$ cat src/rtl/dmac_channel_engine_if.sv
// AHB master-side bus bundle between the channel engine and the bus fabric.
// Pure wiring, no latency.
// Backpressure is carried by m_HREADY (slave wait states) and m_HRESP.
interface dmac_channel_engine_if;
    logic        m_HBUSREQ;
    logic [31:0] m_HADDR;
    logic [1:0]  m_HTRANS;
    logic        m_HWRITE;
    logic [2:0]  m_HSIZE;
    logic [2:0]  m_HBURST;
    logic [31:0] m_HWDATA;
    logic        m_HREADY;
    logic [1:0]  m_HRESP;
    logic [31:0] m_HRDATA;

    modport master (
        output m_HBUSREQ, m_HADDR, m_HTRANS, m_HWRITE, m_HSIZE, m_HBURST, m_HWDATA,
        input  m_HREADY, m_HRESP, m_HRDATA
    );

    modport slave (
        input  m_HBUSREQ, m_HADDR, m_HTRANS, m_HWRITE, m_HSIZE, m_HBURST, m_HWDATA,
        output m_HREADY, m_HRESP, m_HRDATA
    );
endinterface

$ cat src/rtl/dmac_channel_engine.sv
// Single-channel DMA engine: read burst into a 4-word buffer, then write it out.
// Latency: zero-wait SINGLE copy takes 7 cycles from LOAD to DONE; INCR4 takes 10 cycles per burst pair.
// Backpressure: m_HREADY low stretches the current address/data phase; m_HRESP ERROR aborts to DONE.
module dmac_channel_engine (
    input  logic        r_HCLK,
    input  logic        r_HRESETn,
    dmac_channel_engine_if.master ahb,
    input  logic        CHANNEL_enable,
    input  logic [11:0] TS,
    input  logic [2:0]  BS,
    input  logic [31:0] DMAC_C0_SrcAddr_Master,
    input  logic [31:0] DMAC_C0_DestAddr_Master,
    input  logic        sync_grant,
    output logic        load_DMAC_C0_Addr,
    output logic        src_addr_inc,
    output logic        dest_addr_inc,
    output logic        src_burst_zero_flag,
    output logic        dest_burst_zero_flag,
    output logic        buffer_zero_flag,
    output logic        buffer_idx_inc,
    output logic        TransferSize_dec_flag,
    output logic        CHANNEL_dis_flag,
    output logic        set_DMACINTR_status
);
    typedef enum logic [2:0] {S_IDLE, S_LOAD, S_REQ, S_RD, S_WR, S_DONE} state_t;

    state_t      state_q, state_d;
    logic        incr4_q;
    logic [2:0]  addr_cnt_q;
    logic [2:0]  data_cnt_q;
    logic        dph_q;
    logic [1:0]  idx_q;
    logic        req_entry_q;
    logic [31:0] buffer [0:3];

    logic        xfer;
    logic [2:0]  n_beats;
    logic        addr_active;
    logic        err;
    logic        addr_acc;
    logic        data_done;
    logic        last_data;
    logic        req_incr4;

    // Beat bookkeeping: address and data phases are tracked by separate counters
    // because the data phase of beat k overlaps the address phase of beat k+1.
    assign xfer        = (state_q == S_RD) || (state_q == S_WR);
    assign n_beats     = incr4_q ? 3'd4 : 3'd1;
    assign addr_active = xfer && (addr_cnt_q < n_beats);
    assign err         = xfer && dph_q && (ahb.m_HRESP == 2'b01);
    assign addr_acc    = addr_active && ahb.m_HREADY && !err;
    assign data_done   = xfer && dph_q && ahb.m_HREADY && !err;
    assign last_data   = data_done && (data_cnt_q == (n_beats - 3'd1));
    assign req_incr4   = (BS != 3'd0) && (TS >= 12'd16);

    // Next-state: burst boundaries are the only points where TS and enable are re-examined.
    always_comb begin
        state_d = state_q;
        case (state_q)
            S_IDLE: if (CHANNEL_enable) state_d = (TS != 12'd0) ? S_LOAD : S_DONE;
            S_LOAD: state_d = S_REQ;
            S_REQ:  if (sync_grant && ahb.m_HREADY) state_d = S_RD;
            S_RD: begin
                if (err)            state_d = S_DONE;
                else if (last_data) state_d = S_WR;
            end
            S_WR: begin
                if (err)                  state_d = S_DONE;
                else if (last_data) begin
                    // TS still holds the pre-decrement value on the final beat.
                    if (TS == 12'd4)          state_d = S_DONE;
                    else if (!CHANNEL_enable) state_d = S_IDLE;
                    else                      state_d = S_REQ;
                end
            end
            S_DONE:  state_d = S_IDLE;
            default: state_d = S_IDLE;
        endcase
    end

    // State register plus beat counters, data-phase flag and buffer index.
    always_ff @(posedge r_HCLK or negedge r_HRESETn) begin
        if (!r_HRESETn) begin
            state_q     <= S_IDLE;
            incr4_q     <= 1'b0;
            addr_cnt_q  <= 3'd0;
            data_cnt_q  <= 3'd0;
            dph_q       <= 1'b0;
            idx_q       <= 2'd0;
            req_entry_q <= 1'b0;
        end else begin
            state_q     <= state_d;
            req_entry_q <= (state_d == S_REQ) && (state_q != S_REQ);
            if (state_q == S_REQ) incr4_q <= req_incr4;
            if (state_d != state_q) begin
                addr_cnt_q <= 3'd0;
                data_cnt_q <= 3'd0;
                dph_q      <= 1'b0;
            end else begin
                if (addr_acc)      addr_cnt_q <= addr_cnt_q + 3'd1;
                if (data_done)     data_cnt_q <= data_cnt_q + 3'd1;
                if (ahb.m_HREADY)  dph_q      <= addr_acc;
            end
            if (buffer_zero_flag)    idx_q <= 2'd0;
            else if (buffer_idx_inc) idx_q <= idx_q + 2'd1;
        end
    end

    // Buffer capture on each completed read data phase; contents need no reset.
    always_ff @(posedge r_HCLK) begin
        if ((state_q == S_RD) && data_done) buffer[idx_q] <= ahb.m_HRDATA;
    end

    // Bus request drops on the final write data cycle so the arbiter sees a gap between bursts.
    assign ahb.m_HBUSREQ = (state_q == S_REQ) || (xfer && !((state_q == S_WR) && last_data));
    assign ahb.m_HTRANS  = addr_active ? ((addr_cnt_q == 3'd0) ? 2'b10 : 2'b11) : 2'b00;
    assign ahb.m_HADDR   = (state_q == S_RD) ? DMAC_C0_SrcAddr_Master :
                           (state_q == S_WR) ? DMAC_C0_DestAddr_Master : 32'h0;
    assign ahb.m_HWRITE  = (state_q == S_WR);
    assign ahb.m_HSIZE   = 3'b010;
    assign ahb.m_HBURST  = (xfer && incr4_q) ? 3'b011 : 3'b000;
    assign ahb.m_HWDATA  = ((state_q == S_WR) && dph_q) ? buffer[idx_q] : 32'h0;

    assign load_DMAC_C0_Addr     = (state_q == S_LOAD);
    assign src_addr_inc          = (state_q == S_RD) && addr_acc;
    assign dest_addr_inc         = (state_q == S_WR) && addr_acc;
    assign src_burst_zero_flag   = req_entry_q;
    assign dest_burst_zero_flag  = req_entry_q;
    assign buffer_zero_flag      = req_entry_q || ((state_q == S_RD) && last_data);
    assign buffer_idx_inc        = data_done;
    assign TransferSize_dec_flag = (state_q == S_WR) && data_done;
    assign CHANNEL_dis_flag      = (state_q == S_DONE);
    assign set_DMACINTR_status   = (state_q == S_DONE);
endmodule

$ cat src/flat_wrapper.sv
// flat-port wrapper written by rule: the top's interface ports become plain ports
module dmac_channel_engine_flat 
  (r_HCLK, r_HRESETn, CHANNEL_enable, TS, BS, DMAC_C0_SrcAddr_Master, DMAC_C0_DestAddr_Master, sync_grant, load_DMAC_C0_Addr, src_addr_inc, dest_addr_inc, src_burst_zero_flag, dest_burst_zero_flag, buffer_zero_flag, buffer_idx_inc, TransferSize_dec_flag, CHANNEL_dis_flag, set_DMACINTR_status, ahb_m_HBUSREQ, ahb_m_HADDR, ahb_m_HTRANS, ahb_m_HWRITE, ahb_m_HSIZE, ahb_m_HBURST, ahb_m_HWDATA, ahb_m_HREADY, ahb_m_HRESP, ahb_m_HRDATA);
  dmac_channel_engine_if ahb_i ();
  input  logic r_HCLK;
  input  logic r_HRESETn;
  input  logic CHANNEL_enable;
  input  logic [11:0] TS;
  input  logic [2:0] BS;
  input  logic [31:0] DMAC_C0_SrcAddr_Master;
  input  logic [31:0] DMAC_C0_DestAddr_Master;
  input  logic sync_grant;
  output logic load_DMAC_C0_Addr;
  output logic src_addr_inc;
  output logic dest_addr_inc;
  output logic src_burst_zero_flag;
  output logic dest_burst_zero_flag;
  output logic buffer_zero_flag;
  output logic buffer_idx_inc;
  output logic TransferSize_dec_flag;
  output logic CHANNEL_dis_flag;
  output logic set_DMACINTR_status;
  output wire logic [$bits(ahb_i.m_HBUSREQ)-1:0] ahb_m_HBUSREQ;
  output wire logic [$bits(ahb_i.m_HADDR)-1:0] ahb_m_HADDR;
  output wire logic [$bits(ahb_i.m_HTRANS)-1:0] ahb_m_HTRANS;
  output wire logic [$bits(ahb_i.m_HWRITE)-1:0] ahb_m_HWRITE;
  output wire logic [$bits(ahb_i.m_HSIZE)-1:0] ahb_m_HSIZE;
  output wire logic [$bits(ahb_i.m_HBURST)-1:0] ahb_m_HBURST;
  output wire logic [$bits(ahb_i.m_HWDATA)-1:0] ahb_m_HWDATA;
  input wire logic [$bits(ahb_i.m_HREADY)-1:0] ahb_m_HREADY;
  input wire logic [$bits(ahb_i.m_HRESP)-1:0] ahb_m_HRESP;
  input wire logic [$bits(ahb_i.m_HRDATA)-1:0] ahb_m_HRDATA;
  assign ahb_m_HBUSREQ = ahb_i.m_HBUSREQ;
  assign ahb_m_HADDR = ahb_i.m_HADDR;
  assign ahb_m_HTRANS = ahb_i.m_HTRANS;
  assign ahb_m_HWRITE = ahb_i.m_HWRITE;
  assign ahb_m_HSIZE = ahb_i.m_HSIZE;
  assign ahb_m_HBURST = ahb_i.m_HBURST;
  assign ahb_m_HWDATA = ahb_i.m_HWDATA;
  assign ahb_i.m_HREADY = ahb_m_HREADY;
  assign ahb_i.m_HRESP = ahb_m_HRESP;
  assign ahb_i.m_HRDATA = ahb_m_HRDATA;
  dmac_channel_engine u_core (.r_HCLK(r_HCLK), .r_HRESETn(r_HRESETn), .ahb(ahb_i), .CHANNEL_enable(CHANNEL_enable), .TS(TS), .BS(BS), .DMAC_C0_SrcAddr_Master(DMAC_C0_SrcAddr_Master), .DMAC_C0_DestAddr_Master(DMAC_C0_DestAddr_Master), .sync_grant(sync_grant), .load_DMAC_C0_Addr(load_DMAC_C0_Addr), .src_addr_inc(src_addr_inc), .dest_addr_inc(dest_addr_inc), .src_burst_zero_flag(src_burst_zero_flag), .dest_burst_zero_flag(dest_burst_zero_flag), .buffer_zero_flag(buffer_zero_flag), .buffer_idx_inc(buffer_idx_inc), .TransferSize_dec_flag(TransferSize_dec_flag), .CHANNEL_dis_flag(CHANNEL_dis_flag), .set_DMACINTR_status(set_DMACINTR_status));
endmodule
$ cat config.mk
export PLATFORM = sky130hd
export DESIGN_NAME = dmac_channel_engine_flat
export DESIGN_NICKNAME = d
export VERILOG_FILES = /design/src/rtl/dmac_channel_engine_if.sv /design/src/rtl/dmac_channel_engine.sv /design/src/flat_wrapper.sv
export SDC_FILE = /design/constraint.sdc
export NUM_CORES = 1
export LEC_CHECK = 0
export CAP_MARGIN = 30
export CELL_PAD_IN_SITES_DETAIL_PLACEMENT = 0
export CELL_PAD_IN_SITES_GLOBAL_PLACEMENT = 1
export CORE_MARGIN = 4
export CORE_UTILIZATION = 38
export CTS_CLUSTER_SIZE = 30
export DETAILED_ROUTE_END_ITERATION = 16
export HOLD_SLACK_MARGIN = 0.03
export PLACE_DENSITY = 0.77
export RECOVER_POWER = 50
export SYNTH_ARGS = -nofsm -noshare
export SYNTH_HDL_FRONTEND = slang
export SYNTH_SLANG_ARGS = --single-unit
$ cat constraint.sdc
create_clock -name r_HCLK -period 3.2 [get_ports r_HCLK]
set_clock_uncertainty 0.05 [all_clocks]
set_input_delay 0.48 -clock r_HCLK [delete_from_list [all_inputs] [get_ports r_HCLK]]
set_output_delay 0.48 -clock r_HCLK [all_outputs]
set_load 0.01 [all_outputs]
==> flow_summary.ini <==
[timing]
worst_hold_slack_ps = 502.5
finalCritPeriodShare_pct = 95.82
timing.final.hold_violations = 0
timing.final.max_slew_violations = 0
post-route-worst-setup-slack_ps = 133.8
slew_headroom_pct = 54.14
highest_clock_frequency_the_design_can_meet_mhz = 326.1
worst_max_slew_pin_slew_ps = 687.9
post-route-min-period_ps = 3066
timing.setup.tns_ps = 0
setup_violations = 0

[clock_tree]
clock_tree_from_tritoncts = yes
cts-root-to-sink-buffers = 2
clkSlewWorstSetupHoldPaths_ps = 60
numClockSinks = 142
cts_made_buffers = 17
cts_root_buf = sky130_fd_sc_hd__clkbuf_16
insertion_delay_ps = 400
cts_setup_buffers = 0
cts_hold_buffers_added = 0
htree_num_levels = 4

[cells_and_area]
fraction_of_layout_cells_with_a_size_suffix_above_1_pct = 14.19
layout.cells.most_common = sky130_fd_sc_hd__clkdlybuf4s50_1
final_design_area_no_fill_um2 = 9099
syn2layout_area_growth_pct = 45.38
multiInputGateArea_um2 = 1898
num-fill-cells = 1300
finish.cell_count_without_fillers = 810
final_cell_mix = 160 x sky130_fd_sc_hd__clkdlybuf4s50_1, 128 x sky130_fd_sc_hd__edfxtp_1, 37 x sky130_fd_sc_hd__dlygate4sd3_1, 36 x sky130_fd_sc_hd__and3_1
final_core_util_pct = 56.87
fin_nets = 705
final-seq-area_um2 = 4197

[routing]
remaining_drc_errors = 0
detail_route.vias_per_cell = 5.128
antenna_violating_nets_post_route = 0
drt-wirelength-per-cell_um = 19.88
vias = 4154
totalWireLength_um = 16100
detailedRoute.firstIterationViolations = 231
drt_pre_antenna_iters = 5

[placement]
pre_cts_ws_ps = 326.5
count_of_buffers_from_port_buffering = 197
dpl_cell_area_um2 = 8546
hpwlAfterDp_um = 11150
gpl.final_weighted_congestion = 0.8649
total_instance_count_after_detailed_placement = 776

[worst_setup_path]
critPathCaptureType = primary output
worst_ep_required_time_ps = 2670
rr_startpoint = u_core.state_q[0]$_DFF_PN0_
worstPathMaxFanout = 29
worst_setup_path_startpoint = u_core.state_q[0]$_DFF_PN0_
worst_setup_path_start_kind = flip-flop
worst-r2r-setup-slack_ps = 590
timing_worst_setup_path_type = reg2out
arrival_ps = 2540

[global_routing]
number_of_global_route_vias_before_repair = 4427
grt_antenna_before_repair = 4
grt_remaining_overflow = 0
global_route_wire_length_before_repair_um = 24560
grt_max_degree = 44
grt.total_usage_pct = 17.38

[hold_path]
class_of_the_most_critical_hold_timing_path = in2async

[floorplanning]
core_area_um2 = 16000
initial_core_util_pct = 39.11
fp.dieArea_um2 = 18590
placement_rows = 46
die_x_um = 136.3
floorplan.io_pins = 202
floorplan.die.height_um = 136.3

[synth]
synth-edff-count = 128
ys_warn_count = 0
async_reset_ff_share_pct = 9.859
synth_cell_type_count = 49
synth_seq_area_share_pct = 67.01
synthesis.instances = 378
ys_seq_elements = 142
post_synth.cell_area_avg_um2 = 16.56
netlist_area_before_placement_um2 = 6259
synth-main-ff-cell = sky130_fd_sc_hd__edfxtp_1

[pwr]
clock_power_share_pct = 41.1
static-leakage-power_nw = 3.214
cellInternalPower_mw = 3.353
power_frac_seq_pct = 48.2
totalPowerFinal_mw = 4.252
sw_frac_of_total_pct = 21.15
power.ir.vdd_worst_uv = 420.7
cell_pwr_density_nw_per_um2 = 467.3
pwr-share-comb_pct = 10.7
p_switching_mw = 0.8994

[job]
drv_cap = 0

[outcome]
status = finished clean
sequential cells by signal, summed over array words and instances (netlist names):
signal and flops:
u_core.addr_cnt_q 3, u_core.idx_q 2, u_core.incr4_q 1, u_core.state_q 3, u_core.dest_burst_zero_flag 1, u_core.data_cnt_q 3
u_core.buffer 128, u_core.dph_q 1
routing by layer:
metal  up-vias  part of all wire [%]  GRT usage (%)
li1       1916                     -              -
met1      2063                    43          23.42
met2       151                    49          27.57
met3        20                   6.8          4.959
met4         4                   1.2          5.207
met5         -                 0.087              0
cells in the mapped netlist, drive strengths merged (3+ instances only):
master | number | area, um2
a22o | 32 | 280.3
and3 | 37 | 231.5
a21oi | 5 | 25.02
ha | 8 | 100.1
mux4 | 32 | 720.7
nand3 | 5 | 25.02
inv | 9 | 33.78
dfrtp | 14 | 350.3
xnor2 | 4 | 35.03
buf | 13 | 80.07
edfxtp | 128 | 3844
or3 | 3 | 23.77
nor2 | 11 | 41.29
nor3 | 11 | 55.05
nand2 | 8 | 30.03
clkbuf | 21 | 78.83
path summary, 6_finish.rpt:
path	to	cells past startpoint
max	ahb_m_HWDATA[25]	5
min reg2reg	u_core.data_cnt_q[2]$_DFFE_PN0P_	2
max in group asynchronous	u_core.idx_q[0]$_DFFE_PN0P_	1
min in group r_HCLK	u_core.data_cnt_q[2]$_DFFE_PN0P_	2
min	u_core.state_q[2]$_DFF_PN0_	1
max reg2reg	u_core.dph_q$_DFFE_PN0P_	7
power groups by stage:
| stage | clock network (mW) | logic, mW | registers (mW) |
|---|---|---|---|
| detailed placement | 0 | 0.457 | 2.09 |
| CTS | 1.79 | 0.462 | 2.05 |
| finish | 1.75 | 0.454 | 2.05 |
| floorplan | 0 | 0.182 | 2.08 |
| global placement | 0 | 0.448 | 2.09 |
| global route | 1.87 | 0.489 | 2.05 |
cell families after synthesis:
logic type / count (synthesis) / synth area share (%)
adders and majority gates: 8 / 1.599
other: 2 / 0.1200
and+or+nand+nor: 88 / 8.117
DFF: 142 / 67.01
xor gates and xnor gates: 5 / 0.6997
AOI/OAI and AO/OA: 55 / 7.477
muxes: 34 / 11.84
buffers and inverters: 44 / 3.139
repair_timing:
action	in CTS	in global routing
pin swaps	0	2
endpoints found under the setup margin	3	60
resized for setup	1	5
final cells by class:
cell class                 instances  share of cell area, %
multi-input combinational        194                  20.86
clock inverter                    13                  1.100
clock buffer                      19                  4.758
antenna                            2                0.05501
sequential                       142                  46.12
tap                              216                  2.970
inverter                          10                 0.4125
timing repair buffer             214                  23.72
worst max-delay path, cell delays in order, from the launching register on:
cell and delay, ps:
sky130_fd_sc_hd__dfrtp_1 450, sky130_fd_sc_hd__or3b_4 480, sky130_fd_sc_hd__inv_2 110, sky130_fd_sc_hd__buf_4 300
sky130_fd_sc_hd__and3_1 240, sky130_fd_sc_hd__clkdlybuf4s50_1 550
No activity file was read; power rests on OpenSTA's default activity.
